--- config.mk ---
export PLATFORM = sky130hd
export DESIGN_NAME = mole_round_scheduler
export DESIGN_NICKNAME = d
export VERILOG_FILES = /design/src/rtl/mole_round_scheduler.sv
export SDC_FILE = /design/constraint.sdc
export NUM_CORES = 1
export LEC_CHECK = 0
export ABC_AREA = 1
export BUFFER_PORTS_ARGS = -buffer_cell sky130_fd_sc_hd__buf_2
export CAP_MARGIN = 40
export CORE_ASPECT_RATIO = 1.1
export CORE_UTILIZATION = 61
export DETAILED_ROUTE_END_ITERATION = 16
export GPL_TIMING_DRIVEN = 0
export PLACE_DENSITY_LB_ADDON = 0.05
export SLEW_MARGIN = 20
export SYNTH_ARGS = -nofsm -noshare
export SYNTH_HDL_FRONTEND = slang
export SYNTH_SLANG_ARGS = --single-unit
--- constraint.sdc ---
create_clock -name clk -period 2.9 [get_ports clk]
set_input_delay 0.725 -clock clk [delete_from_list [all_inputs] [get_ports clk]]
set_output_delay 0.725 -clock clk [all_outputs]
set_load 0.05 [all_outputs]
--- src/rtl/mole_round_scheduler.sv ---
// Whack-a-mole round sequencer: conditions the buttons, lights one hole per round,
// times the lit window and keeps score/miss counts for the display.
//
// state  | meaning
// -------+-----------------------------------------------
// IDLE   | waiting for start after reset, lamps dark
// GAP    | dark pause between rounds, hole presses ignored
// UP     | one lamp lit, judging hit / wrong whack / timeout
// OVER   | miss limit reached, all lamps lit, counts held
module mole_round_scheduler #(
    parameter int unsigned NUM_HOLES  = 4,
    parameter int unsigned GAP_CYCLES = 50000000,
    parameter int unsigned UP_CYCLES  = 250000000,
    parameter int unsigned UP_STEP    = 25000000,
    parameter int unsigned UP_MIN     = 50000000,
    parameter int unsigned MAX_MISS   = 10,
    parameter logic [15:0] LFSR_SEED  = 16'hACE1
) (
    input  logic                 clk,
    input  logic                 reset,
    input  logic                 start_n,
    input  logic [NUM_HOLES-1:0] btn_n,
    output logic [NUM_HOLES-1:0] lamp,
    output logic [31:0]          score,
    output logic [31:0]          miss,
    output logic                 ingame,
    output logic                 hit_pulse,
    output logic                 miss_pulse
);
    localparam int HB = $clog2(NUM_HOLES);
    localparam int NB = NUM_HOLES + 1;
    localparam logic [NUM_HOLES-1:0] HOLE_ONE = {{(NUM_HOLES-1){1'b0}}, 1'b1};

    typedef enum logic [1:0] {S_IDLE, S_GAP, S_UP, S_OVER} state_t;

    state_t                 state_q, state_d;
    logic [NB-1:0]          sync1_q, sync2_q, hist_q;
    logic [15:0]            lfsr_q;
    logic [31:0]            up_len_q, up_len_d;
    logic [31:0]            timer_q, timer_d;
    logic [31:0]            score_q, score_d;
    logic [31:0]            miss_q, miss_d;
    logic [HB-1:0]          hole_q, hole_d;
    logic [NUM_HOLES-1:0]   lamp_q, lamp_d;
    logic                   ingame_q, ingame_d;
    logic                   hit_q, hit_d;
    logic                   missp_q, missp_d;

    logic [NB-1:0]          press;
    logic [NUM_HOLES-1:0]   btn_press, hole_mask;
    logic                   start_press;
    logic [HB-1:0]          cand;

    // Falling edge of the synchronised level; bounces deliberately count as presses.
    assign press       = hist_q & ~sync2_q;
    assign btn_press   = press[NUM_HOLES-1:0];
    assign start_press = press[NUM_HOLES];
    assign hole_mask   = HOLE_ONE << hole_q;
    assign cand        = lfsr_q[HB-1:0];

    always_ff @(posedge clk) begin
        if (reset) begin
            state_q  <= S_IDLE;
            sync1_q  <= '1;
            sync2_q  <= '1;
            hist_q   <= '1;
            lfsr_q   <= LFSR_SEED;
            up_len_q <= UP_CYCLES;
            timer_q  <= '0;
            score_q  <= '0;
            miss_q   <= '0;
            hole_q   <= '0;
            lamp_q   <= '0;
            ingame_q <= 1'b0;
            hit_q    <= 1'b0;
            missp_q  <= 1'b0;
        end else begin
            state_q  <= state_d;
            sync1_q  <= {start_n, btn_n};
            sync2_q  <= sync1_q;
            hist_q   <= sync2_q;
            lfsr_q   <= {lfsr_q[14:0], lfsr_q[15] ^ lfsr_q[13] ^ lfsr_q[12] ^ lfsr_q[10]};
            up_len_q <= up_len_d;
            timer_q  <= timer_d;
            score_q  <= score_d;
            miss_q   <= miss_d;
            hole_q   <= hole_d;
            lamp_q   <= lamp_d;
            ingame_q <= ingame_d;
            hit_q    <= hit_d;
            missp_q  <= missp_d;
        end
    end

    always_comb begin
        state_d  = state_q;
        up_len_d = up_len_q;
        timer_d  = timer_q;
        score_d  = score_q;
        miss_d   = miss_q;
        hole_d   = hole_q;
        hit_d    = 1'b0;
        missp_d  = 1'b0;
        case (state_q)
            S_IDLE, S_OVER: begin
                if (start_press) begin
                    state_d  = S_GAP;
                    score_d  = '0;
                    miss_d   = '0;
                    up_len_d = UP_CYCLES;
                    timer_d  = '0;
                end
            end
            S_GAP: begin
                if (timer_q == GAP_CYCLES - 1) begin
                    state_d = S_UP;
                    timer_d = '0;
                    hole_d  = (cand == hole_q) ? cand + HB'(1) : cand;
                end else begin
                    timer_d = timer_q + 32'd1;
                end
            end
            S_UP: begin
                // Priority: hit, then timeout, then wrong whack.
                if (|(btn_press & hole_mask)) begin
                    score_d = score_q + 32'd1;
                    hit_d   = 1'b1;
                    state_d = S_GAP;
                    timer_d = '0;
                    if (score_d[2:0] == 3'd0) begin
                        up_len_d = (up_len_q >= UP_MIN + UP_STEP) ? up_len_q - UP_STEP : UP_MIN;
                    end
                end else if (timer_q == up_len_q - 32'd1) begin
                    miss_d  = miss_q + 32'd1;
                    missp_d = 1'b1;
                    timer_d = '0;
                    state_d = (miss_d == MAX_MISS) ? S_OVER : S_GAP;
                end else begin
                    timer_d = timer_q + 32'd1;
                    if (|(btn_press & ~hole_mask)) begin
                        miss_d  = miss_q + 32'd1;
                        missp_d = 1'b1;
                        if (miss_d == MAX_MISS) state_d = S_OVER;
                    end
                end
            end
            default: state_d = S_IDLE;
        endcase
    end

    always_comb begin
        lamp_d   = '0;
        ingame_d = 1'b0;
        case (state_d)
            S_GAP:   ingame_d = 1'b1;
            S_UP:    begin
                lamp_d   = HOLE_ONE << hole_d;
                ingame_d = 1'b1;
            end
            S_OVER:  lamp_d = '1;
            default: lamp_d = '0;
        endcase
    end

    assign lamp       = lamp_q;
    assign score      = score_q;
    assign miss       = miss_q;
    assign ingame     = ingame_q;
    assign hit_pulse  = hit_q;
    assign miss_pulse = missp_q;
endmodule

==> results of run 1 <==
## flip-flops by register name, indices dropped and copies added, names as in the netlist, 4 cells and up
register / count
hist_q: 5
timer_q: 32
score: 32
lamp: 4
miss: 32
sync1_q: 5
lfsr_q: 16
up_len_q: 26
sync2_q: 5
## Yosys cell counts (2+ instances only)
cell,number
clkbuf_2,3
nor3_2,6
nand3_2,4
buf_2,23
o211ai_1,6
nand2_2,4
and2_1,3
nor3b_1,2
inv_1,182
nor2_1,220
xnor2_1,21
nand2_1,472
nor3_1,54
inv_2,10
buf_1,5
o21ai_0,37
and3_1,2
nor2_4,7
o21ai_1,6
nand3b_1,14
xor2_1,52
nand4_1,90
clkinv_1,3
ha_1,13
a21oi_1,79
nor4_1,20
nand3_1,93
nor2_2,8
dfxtp_1,164
or2_2,24
a211oi_1,2
a31oi_1,3
buf_6,3
o21bai_1,5
clkbuf_1,34
## cell families after synthesis
logic type | count (synthesis) | synth area share
buffers and inverters | 263 | 0.09901
xor gates and xnor gates | 73 | 0.06074
adders and majority gates | 13 | 0.01545
DFF | 164 | 0.3119
AOI/OAI and AO/OA | 144 | 0.07429
and+or+nand+nor | 1027 | 0.4386
## power by group
part | switching, W | leakage, nW | total [W] | internal [W]
registers | 0.000253 | 1.34 | 0.00274 | 0.00248
clock network | 0.00112 | 0.291 | 0.00229 | 0.00117
logic | 0.00240 | 3.41 | 0.00331 | 0.000910
## critical path, delay by kind of cell (launching register included)
family,cells,cell delay [ns]
AND/OR/NAND/NOR,11,1.43
adder cells (fa/ha/maj),2,0.37
buffers and inverters,4,0.27
XOR/XNOR,1,0.15
flip-flops,1,0.39
## path summary, 6_finish.rpt
kind	startpoint	to	depth (start not counted)	slack, ns
worst max-delay path	miss[0]	ingame	18	0.17
worst min-delay path	lfsr_q[2]	lfsr_q[3]	2	0.41
worst max register to register	miss[0]	ingame	18	0.17
worst min register to register	lfsr_q[2]	lfsr_q[3]	2	0.41
## per-stage QoR
step	cell area, µm²	hold WS, ns	power, W
2_1_floorplan	10530	0.3883	0.005077
3_3_place_gp	11200	0.3933	0.005828
3_5_place_dp	11200	0.3965	0.005882
4_1_cts	11900	0.4098	0.008183
5_1_grt	12130	0.4153	0.008773
6_report	12130	0.4087	0.008329
## layout make-up
class                      count  area [µm²]
multi-input combinational   1257        6411
fill                        1512        4823
sequential                   164        3298
inverter                     195       737.0
timing repair buffer          87       473.0
clock buffer                  17       425.4
buffer                        68       310.3
tap                          234       292.8
clock inverter                15       182.7
## per-layer routing
metal,GRT usage,vias to the layer above
li1,-,5632
met5,0,-
met3,0.05652,84
met1,0.4177,5205
met4,0.1855,0
met2,0.6232,414
## timing repair
item	4_1_cts	5_1_grt
pin swaps	3	13
hold buffers	0	0
gates resized for setup	15	54
endpoints found under the setup margin	22	90
buffers inserted	4	6
==> out/qor.csv, run 1 <==
stage;metric;value;unit
status;status;complete, no violations;
clocking;ctsHtreeMaxLevel;4;
timing;fin_crit_sh;0.9408;
synth;syn_nets;1704;
placed_design;dp_cells;1995;
die;start_util;0.6209;
worst_setup_path;start_kind;flip-flop;
run;maxCapViolCount;0;
global_route;grt_pass1_vias;10570;
timing;finalSetupViolCount;0;
die;die_y;139.8;µm
placed_design;detailedPlace.worstSlack;-0.4938;ns
global_route;grt_pass1_wl;50570;µm
global_route;gr-total-overflow;0;
drt;dr.pass1.iters;6;
cells_and_area;nets;1810;
synth;ys_seq_area_frac;0.3119;
synth;synth_ff_type;dfxtp_1;
placed_design;dp_hpwl;23630;µm
die;dieArea;17790;µm²
synth;synth_edf_count;0;
timing;worstMarginPinSlew;0.7417;ns
worst_setup_path;critPathKind;reg -> reg;
clocking;clkTransAtPathRegs;0.07;ns
cells_and_area;final_util;0.7155;
drt;drc;0;
cells_and_area;layout_commonest_cell;nand2_1;
timing;fmax;0.3665;GHz
drt;drtIter0Drc;926;
timing;worst_slack;0.1716;ns
timing;fin_skew;0.01236;ns
drt;routedWlPerCell;15.38;µm
timing;hold_viol_final;0;
placed_design;gp_congestion;0.9585;
pwr;peakVddDrop;0.4789;mV
cells_and_area;drive_gt1_frac;0.1442;
synth;synth_area_leaders;dfxtp_1, nand2_1, nor2_1;
global_route;grtUsageTotal;0.3563;
cells_and_area;area_delta_synth_final;15.24;%
clocking;cts-buffers-inserted;17;
synth;synth_top_cell_area_share;0.3119;
synth;ys_seq_elements;164;
die;fp-row-count;50;
global_route;antenna_found_initial;0;
drt;post_drt_via_cell_ratio;5.565;
drt;routed_wl;31340;µm
worst_setup_path;end_kind;flip-flop;
global_route;grt_max_degree;20;
drt;route.met3.wl;1797;µm
worst_setup_path;cp_max_fo;4;
timing;slew_headroom;0.5022;
worst_setup_path;slowest_stage;dfxtp_4;
worst_setup_path;cp_data_required_time;3.21;ns
timing;min_period;2.728;ns
die;die_width;127.3;µm
timing;fin_setup_tns;0;ns
synth;syn_area_per_cell;6.251;µm²
worst_setup_path;critical_path_arrival;3.04;ns
synth;synthArstFlopShare;0;
worst_setup_path;cpPeakStageDelay;0.39;ns
timing;drv_slew;0;
placed_design;io_buffers;77;
clocking;tritoncts;done;
synth;synth_cell_types;45;
drt;wl_met1;12960;µm
worst_setup_path;crit_chain;ha_4, nand3_1, nor2_1, inv_1, nor2_2, xor2_1, nor2_1, inv_1, nor2_1, nand3_1, nor2_2, nand3_2, nand3_1, nand2_1, inv_2, ha_1, inv_1, nor2_1;
pwr;leakage;5.043;nW
drt;vias;11340;
drt;highest_layer;met4;
cells_and_area;antennaDiodeCount;0;
synth;synth_cells;1684;
timing;rsz0062_at_grt;false;
worst_setup_path;crit_top_cell;nor2_1;
pwr;p_per_area;686.6;nW/µm²
synth;synth.largest_area_cell;dfxtp_1;
cells_and_area;layout_common_cells;nand2_1, nor2_1, inv_1;
cells_and_area;instances_no_fill;2037;
drt;dr_wl_met2;15330;µm
drt;ant_nets;0;
clocking;cts_buffer_depth;2;
clocking;clk_latency;0.45;ns
clocking;clock-root-buffer;clkbuf_16;
die;ios;78;
synth;yosysWarnings;0;
clocking;cts.sinks;164;
synth;syn_area;10530;µm²
die;core_area;16950;µm²
hold_path;min_path_type;reg -> reg;
Power figures use the tool's default switching activity.
==> run 2: changes to the inputs <==
--- a/config.mk
+++ b/config.mk
@@ -12,7 +12,7 @@
 export CORE_UTILIZATION = 61
 export DETAILED_ROUTE_END_ITERATION = 16
 export GPL_TIMING_DRIVEN = 0
-export PLACE_DENSITY_LB_ADDON = 0.05
+export PLACE_DENSITY = 0.93
 export SLEW_MARGIN = 20
 export SYNTH_ARGS = -nofsm -noshare
 export SYNTH_HDL_FRONTEND = slang
==> run 2 against run 1 <==
Effect of this change: first-iteration DRC count up 5.5%; combinational power about the same; clock power hardly changed; hold slack improved by 0.0033 ns; total power rose by 0.43%; clock-buffer cell count did not move; sequential power is essentially flat; wire length increased by 2.8%; utilization unchanged; largest cell class unchanged; critical endpoint unchanged.
==> out/qor.csv, run 2 (synthesis results as in run 1) <==
stage;metric;value;unit
die;start_util;0.6209;
cells_and_area;antennaDiodeCount;0;
clocking;tritoncts;done;
timing;holdWs;0.4120;ns
cells_and_area;drive_gt1_frac;0.1478;
drt;post_drt_via_cell_ratio;5.735;
clocking;clock-root-buffer;clkbuf_16;
cells_and_area;nets;1813;
clocking;clk_latency;0.45;ns
cells_and_area;layout_commonest_cell;nand2_1;
timing;fin_setup_tns;0;ns
pwr;peakVddDrop;0.5455;mV
pwr;p_int;0.004565;W
status;status;complete, no violations;
worst_setup_path;end_kind;flip-flop;
pwr;p_switching;0.003799;W
worst_setup_path;cp_max_fo;8;
drt;drc;0;
die;core_area;16950;µm²
global_route;grt_max_degree;20;
drt;routedWlPerCell;15.80;µm
timing;min_period;2.762;ns
pwr;leakage;5.042;nW
timing;fmax;0.3620;GHz
drt;dr.pass1.iters;6;
worst_setup_path;critical_path_arrival;3.07;ns
cells_and_area;num-fill-cells;1448;
placed_design;gp_congestion;0.9928;
placed_design;place_area;11200;µm²
die;die_width;127.3;µm
hold_path;min_path_type;reg -> reg;
worst_setup_path;cp_data_required_time;3.21;ns
global_route;antenna_found_initial;0;
placed_design;dp_cells;1995;
pwr;p_comb_frac;0.398;
drt;route.met3.wl;2401;µm
clocking;ctsHtreeMaxLevel;4;
timing;hold_viol_final;0;
drt;ant_nets;0;
placed_design;dp_hpwl;23960;µm
clocking;clkTransAtPathRegs;0.07;ns
clocking;hold_buffers;0;
run;maxCapViolCount;0;
die;ios;78;
timing;finalSetupViolCount;0;
drt;highest_layer;met4;
die;dieArea;17790;µm²
pwr;sequentialPowerShare;0.328;
pwr;p_sw_frac;0.4542;
drt;dr_wl_met2;15560;µm
clocking;cts_buffer_depth;2;
die;die_y;139.8;µm
timing;fin_skew;0.01365;ns
global_route;grt_pass1_vias;10680;
pwr;p_per_area;689.5;nW/µm²
drt;routed_wl;32230;µm
cells_and_area;final-seq-area;3298;µm²
drt;vias;11700;
timing;fin_crit_sh;0.9525;
timing;worstMarginPinSlew;0.7842;ns
cells_and_area;final_area;12130;µm²
clocking;cts.sinks;164;
clocking;cts-buffers-inserted;17;
cells_and_area;instances_no_fill;2040;
timing;drv_slew;0;
timing;slew_headroom;0.4737;
pwr;p_clk_frac;0.274;
cells_and_area;layout_common_cells;nand2_1, nor2_1, inv_1;
cells_and_area;multi_input_area;6412;µm²
drt;drtIter0Drc;977;
placed_design;io_buffers;77;
cells_and_area;area_delta_synth_final;15.24;%
worst_setup_path;start_kind;flip-flop;
worst_setup_path;critPathKind;reg -> reg;
die;fp-row-count;50;
drt;wl_met1;12740;µm
global_route;gr-total-overflow;0;
global_route;grtUsageTotal;0.3614;
global_route;grt_pass1_wl;51230;µm
run 2: cell count changes in the layout (fill, tap and decap cells not counted), sizes merged:
cell / previous run / this run
buf: 118 / 120
nor2: 235 / 236
inv: 199 / 201
clkinvlp: 1 / 2
clkinv: 10 / 7
run 2: power groups by stage:
stage / clock network [W] / registers [W] / logic (W)
floorplan: 0 / 0.00320 / 0.00188
global placement: 0 / 0.00276 / 0.00305
detailed placement: 0 / 0.00277 / 0.00312
CTS: 0.00230 / 0.00272 / 0.00317
global route: 0.00240 / 0.00277 / 0.00364
finish: 0.00229 / 0.00274 / 0.00333
run 2: what timing repair did:
item / in CTS / in global routing
setup endpoints to repair: 28 / 79
buffers inserted: 1 / 11
resized for setup: 17 / 56
pin swaps: 2 / 19
gates cloned: 0 / 1
run 2: routing by layer:
| metal | vias up | global-route usage |
|---|---|---|
| met5 | - | 0 |
| met4 | 0 | 0.1905 |
| met3 | 135 | 0.05805 |
| met2 | 539 | 0.6284 |
| met1 | 5358 | 0.4254 |
| li1 | 5668 | - |
run 2: cell type report:
| class | count | area share |
|---|---|---|
| Buffer | 68 | 0.02558 |
| Tap cell | 234 | 0.02414 |
| Sequential cell | 164 | 0.2719 |
| Timing Repair Buffer | 89 | 0.03920 |
| Clock buffer | 17 | 0.03507 |
| Inverter | 195 | 0.06075 |
| Clock inverter | 15 | 0.01475 |
| Multi-Input combinational cell | 1258 | 0.5286 |
run 2: final timing paths:
kind	start	endpoint	slack, ns	depth (start not counted)
min reg2reg	lfsr_q[6]	lfsr_q[7]	0.41	1
min	lfsr_q[6]	lfsr_q[7]	0.41	1
max reg2reg	miss[0]	ingame	0.14	19
max	miss[0]	ingame	0.14	19
run 2: per-stage QoR:
stage	total power [W]	utilization	worst slack (ns)
CTS	0.008186	0.6998	0.006571
global route	0.008809	0.7155	-0.05353
global placement	0.005812	0.6609	-0.3818
floorplan	0.005077	-	0.0008800
finish	0.008364	0.7155	0.1378
detailed placement	0.005891	0.6609	-0.4188
run 2: worst max-delay path: stages (launching register included):
cell	delay (ns)
dfxtp_4	0.42
ha_4	0.17
nand2_2	0.08
nor2_4	0.23
nand3_2	0.15
xor2_1	0.18
nor2_1	0.19
nand2_1	0.08
nor2_1	0.10
nand2_1	0.08
nor2_2	0.16
nand4_1	0.10
nand2_1	0.07
nand2_1	0.06
nand2_1	0.07
nand2_1	0.09
inv_1	0.08
ha_1	0.23
inv_1	0.06
nor2_1	0.03
